File: src/rtl/fetch_queue.sv
// rtl/fetch_queue.sv - instruction fetch queue: FIFO of {pc, instr} pairs with pre-split opcode
module fetch_queue #(
    parameter int DEPTH = 8,
    parameter int XLEN  = 32
) (
    input  logic                       clk,
    input  logic                       rst_n,
    input  logic                       flush,
    input  logic                       in_valid,
    output logic                       in_ready,
    input  logic [XLEN-1:0]            in_pc,
    input  logic [XLEN-1:0]            in_instr,
    output logic                       out_valid,
    input  logic                       out_ready,
    output logic [XLEN-1:0]            out_pc,
    output logic [XLEN-1:0]            out_instr,
    output logic [6:0]                 out_opcode,
    output logic [$clog2(DEPTH):0]     count
);

    localparam int PW = $clog2(DEPTH);
    localparam int CW = PW + 1;

    logic [XLEN-1:0] pc_mem    [DEPTH];
    logic [XLEN-1:0] instr_mem [DEPTH];

    logic [PW-1:0] rd_ptr;
    logic [PW-1:0] wr_ptr;
    logic [CW-1:0] count_q;
    logic [CW-1:0] count_next;

    logic push;
    logic pop;

    // Ready/valid depend only on registered count, so no in->out combinational path.
    assign in_ready   = (count_q != CW'(DEPTH));
    assign out_valid  = (count_q != '0);
    assign push       = in_valid & in_ready;
    assign pop        = out_valid & out_ready;

    assign out_pc     = pc_mem[rd_ptr];
    assign out_instr  = instr_mem[rd_ptr];
    assign out_opcode = out_instr[6:0];
    assign count      = count_q;

    always_comb begin
        count_next = count_q;
        if (push && !pop) begin
            count_next = count_q + CW'(1);
        end else if (pop && !push) begin
            count_next = count_q - CW'(1);
        end
    end

    always_ff @(posedge clk) begin
        if (!rst_n || flush) begin
            rd_ptr  <= '0;
            wr_ptr  <= '0;
            count_q <= '0;
        end else begin
            if (push) begin
                wr_ptr <= wr_ptr + PW'(1);
            end
            if (pop) begin
                rd_ptr <= rd_ptr + PW'(1);
            end
            count_q <= count_next;
        end
    end

    // Storage is not reset; a flushed or reset-cycle push is simply never written.
    always_ff @(posedge clk) begin
        if (rst_n && !flush && push) begin
            pc_mem[wr_ptr]    <= in_pc;
            instr_mem[wr_ptr] <= in_instr;
        end
    end

    assert property (@(posedge clk) disable iff (!rst_n) count_q <= CW'(DEPTH));

endmodule

File: config.mk
export PLATFORM = sky130hd
export DESIGN_NAME = fetch_queue
export DESIGN_NICKNAME = d
export VERILOG_FILES = /design/src/rtl/fetch_queue.sv
export SDC_FILE = /design/constraint.sdc
export NUM_CORES = 1
export LEC_CHECK = 0
export BUFFER_PORTS_ARGS = -buffer_cell sky130_fd_sc_hd__buf_2
export CORE_UTILIZATION = 45
export DETAILED_ROUTE_END_ITERATION = 8
export REMOVE_ABC_BUFFERS = 1
export SETUP_SLACK_MARGIN = 0.02
export SLEW_MARGIN = 10
export SYNTH_ARGS = -nofsm -noshare
export SYNTH_HDL_FRONTEND = slang
export SYNTH_SLANG_ARGS = --single-unit
File: constraint.sdc
create_clock -name clk -period 11.86 [get_ports clk]
set_input_delay 0.593 -clock clk [delete_from_list [all_inputs] [get_ports clk]]
set_output_delay 0.593 -clock clk [all_outputs]
set_load 0.01 [all_outputs]
# Yosys cells after proc, flatten, opt, wreduce, memory -nomap -nowiden
# Memories as Yosys holds them, arrays and structs flattened. A register that Yosys moved wholly into a read port is not among the register bits.
# Cells that the tools add are included.
[totals]
out_inout_bits = 77
mem_bits_rw = 512
elab_cells = 31
memories = 2
regBits = 10
in_bits = 69
[op_classes]
n_addsub = 4
n_bitwise = 2
reduce_logical = 11
n_eq_ne = 1
muxes = 8
[memory_table]
columns = ["name", "depth", "width", "read_ports", "rd_clocked_by_memory_dff", "wr", "line", "source"]
rows = [
  ["instr_mem", 8, 32, 1, 1, 1, "25", "logic [XLEN-1:0] instr_mem [DEPTH];"],
  ["pc_mem", 8, 32, 1, 1, 1, "24", "logic [XLEN-1:0] pc_mem [DEPTH];"],
]
[op_table]
columns = ["cell", "n"]
rows = [
  ["$mux W3", 4],
  ["$mux W4", 2],
  ["$add A3 B1 Y3 const B", 2],
  ["$add A4 B1 Y4 const B", 1],
  ["$logic_and A1 B1 Y1", 4],
  ["$logic_not A1 Y1", 4],
  ["$ne A4 B4 Y1 const B", 1],
  ["$reduce_bool A4 Y1", 1],
  ["$sub A4 B1 Y4 const B", 1],
  ["$and A1 B1 Y1", 2],
  ["$mux W1", 2],
  ["$reduce_bool A2 Y1", 1],
  ["$logic_or A1 B1 Y1", 1],
]

# Longest topological paths before layout
[logic_depth]
depth_word = 6
mapped_depth = 11
ltp_nobuf = 10

# Least setup slack after synthesis
# No wires, ideal clock.
[synth_path]
kind = "register to register"
from = "reg count_q[0], in the netlist count[0]"
to = "mem instr_mem[0][0] (enable)"
arrival_time_ps = 5633
n_path_buf = 1
t_required_ps = 11295
path_slack_ps = 5663
path_stages_with_launch = 6
setup_time_ps = 565
period_less_slack_ps = 6197
cell_sequence = "dfxtp_1 > or4b_1 > clkbuf_2 > nand2_1 > or3_1 > nor3_1"
[synth_between]
elab_chain_len = 5
[synth_rtl]
columns = ["element", "line", "source"]
rows = [
  ["from (decl)", "29", "logic [CW-1:0] count_q;"],
  ["from (signal assigned)", "67", "count_q <= count_next;"],
  ["$ne A4 B4 Y1", "36", "assign in_ready = (count_q != CW'(DEPTH));"],
  ["named net in_ready", "10", "output logic in_ready,"],
  ["$and A1 B1 Y1", "38", "assign push = in_valid & in_ready;"],
  ["$logic_and A1 B1 Y1", "73", "if (rst_n && !flush && push) begin"],
  ["$mux W1", "73", ""],
  ["$mux W1 (not written as such)", "75", "instr_mem[wr_ptr] <= in_instr;"],
  ["to (decl)", "25", ""],
]
# The timed path passes the listed nets, and every way through them passes these cells.

==> results.cfg <==
[synth]
synth.largest_area_cell = edfxtp_1
synth_xor_area_share_pct = 0.264
yosysWarnings = 0
synthTopCellsByArea = edfxtp_1, mux4_2, mux2_2
netlist_instances = 822
synth_commonest_cells = edfxtp_1, mux4_2, mux2_2
synth_edf_count = 512
synth_top_family_by_area = multiplexers
synthArstFlopShare_pct = 0
syn-cell-area_mm2 = 0.0199
synth_top_area_share_pct = 77.2
synth_seq_cells = 525
synth_top_flop_cell = edfxtp_1
synth_fa_ha_area_share_pct = 0.415
avgSynthCellArea_um2 = 24.2
synth_cell_type_count = 30
synth-compound-area-share_pct = 0.226
synth_most_common_cell = edfxtp_1
synthMuxAreaShare_pct = 18.1
synth-simple-area-share_pct = 0.880
ys_seq_area_share_pct = 78.5

[setup_path]
timing.rr.start = count[0]
reg2reg_slack_ns = 8.58
end_kind = primary output
crit_arrival_ns = 3.49
cp_data_required_time_ns = 11.27
reg2reg_depth = 5
startpoint_type = flip-flop
path_max_fanout = 50
cp-endpoint = out_instr[10]
crit_type = flip-flop to primary output
slowest_delay_ns = 0.90
slowest_stage = dfxtp_4
r2r_end = pc_mem[1][15]
crit_chain = buf_4 > mux4_2 > mux2_2 > buf_2

[placement]
place.gp.congestion = 0.688
post-place-ws_ns = 8.23
hpwl_um = 19400
io_buffer_count = 145
dp.cells = 1522
placed_area_mm2 = 0.0213

[clocking]
ctsResizeCount = 0
numCtsBuffers = 51
holdBufCountCts = 0
clk_pin_slew_ns = 0.06
cts_tree = done
clkSinkCount = 525
cts_htree_levels = 2
clk_latency_ns = 0.58
post_cts.repair.setup_buffers = 0
clock_path_buffers = 3
cts-root-buf = clkbuf_16

[pwr]
p_sw_share_pct = 19.9
clock_power_share_pct = 40.9
ir_worst_vdd_v = 0.0000981
p_leak_nw = 7.22
power.density_mw_per_mm2 = 168
p_seq_share_pct = 53.8
switchingPower_mw = 0.763
pwr-share-comb_pct = 5.3
p_int_mw = 3.08

[sta]
setup_ws_ns = 7.78
rsz0062_at_grt = no
fmax_mhz = 245
finClkSkew_ns = 0.0127
fin_crit_ns = 4.08
finalHoldViolations = 0
slew_viol_final = 0
fin_setup_tns_ns = 0
fin_crit_sh_pct = 34.4
slew_headroom_pct = 30.7
worstMarginPinSlew_ns = 1.04
setup_violations = 0

[cells_and_area]
stdcell_area_mm2 = 0.0229
fin_nets = 1065
nFillCells = 3359
areaGrowthSynthToFinish_pct = 15.0
drive_above_1_share_pct = 42.3
finalNonFillerCells = 1617

[floorplan]
start_util_pct = 45.9
pin_count = 146
core_area_mm2 = 0.0434
rows = 76
die-area_mm2 = 0.0451
die_h_um = 212
die-width_um = 212

[flow_run]
drv_cap = 0

[min_path]
min_from = in_instr[4]
hold_path.class = input port to flip-flop

[route]
drtPass1Iterations = 5
drc_errors = 0
post_drt_wl_per_cell_um = 23.2
ant_nets = 0
drt_iter0_markers = 547
postRouteWirelength_um = 37500
avgViaCountPerCell = 5.36
vias = 8675

[grt]
antenna_found_initial = 8
grt_pass1_wl_um = 56100
track_usage_pct = 17.1
grt_pass1_vias = 9148
overflow = 0
grt_max_degree = 66

[status]
status = complete, no violations
## registers in the layout (all words and copies together), names as in the netlist, named ones only
signal	count
rd_ptr	3
count	4
instr_mem	256
pc_mem	256
wr_ptr	3
## stage by stage
step	hold slack, ns	total power, mW	utilization [%]
final	0.282	3.84	52.8
after global routing	0.266	3.97	52.8
after CTS	0.253	3.88	52.8
after detailed placement	0.496	2.31	49.0
after global placement	0.470	2.31	49.0
after floorplan	0.454	2.25	-
## how the worst min path moves through the flow
stage,endpoint,cells after the start
2_1_floorplan,flip-flop,2
3_3_place_gp,flip-flop,2
3_5_place_dp,flip-flop,2
4_1_cts,pc_mem[7][0],1
5_1_grt,pc_mem[6][22],1
6_report,instr_mem[7][4],1
## per-layer routing
metal / up-vias / GRT usage, % / routed length (um)
met5: - / 0 / 82
met4: 12 / 5.31 / 838
met3: 70 / 3.87 / 2160
met2: 221 / 26.9 / 17500
met1: 4552 / 24.0 / 16900
li1: 3820 / - / -
## critical path, delay by kind of cell, from the launching register on
kind                   cells  cell delay [ns]
muxes                      2             0.91
buffers and inverters      2             1.05
DFF                        1             0.90
## area by class of cell
class	instances	area, um2	area share, %
diodes	2	5.00	0.0219
clock inverters	23	206	0.902
well taps	585	732	3.20
clock buffers	70	1430	6.25
flip-flops and latches	525	15600	68.3
multi-input cells	249	4020	17.6
inverters	3	11.3	0.0492
repair buffers	160	838	3.66
## cell usage in the layout, fill, tap and decap left out, types with 3 or more instances in the layout
cell type	count
clkinv_1	9
edfxtp_1	512
nand2b_1	3
dfxtp_4	3
buf_2	145
buf_4	15
xor2_1	5
clkinv_2	9
inv_1	3
clkbuf_8	4
mux4_2	128
nor2_1	10
bufinv_16	4
nor2_4	6
nand3_1	6
clkbuf_16	53
clkbuf_1	13
mux2_2	64
a21oi_1	4
nand2_1	5
dfxtp_1	10
ha_1	5
## cell families (layout without fill, tap and decap cells)
| family | Yosys count | after routing |
|---|---|---|
| other | 0 | 2 |
| adders and majority gates | 6 | 6 |
| muxes | 193 | 193 |
| xor gates and xnor gates | 6 | 6 |
| buffers and inverters | 48 | 256 |
| AOI/OAI and AO/OA | 7 | 7 |
| and+or+nand+nor | 37 | 37 |
| DFF | 525 | 525 |
## power by group through the flow
stage | Combinational [mW] | Sequential [mW] | Clock (mW)
after floorplan | 0.131 | 2.12 | 0
after global placement | 0.205 | 2.10 | 0
after detailed placement | 0.208 | 2.11 | 0
after CTS | 0.208 | 2.07 | 1.61
after global routing | 0.224 | 2.07 | 1.68
final | 0.204 | 2.06 | 1.57
(Power assumes the default switching activity.)
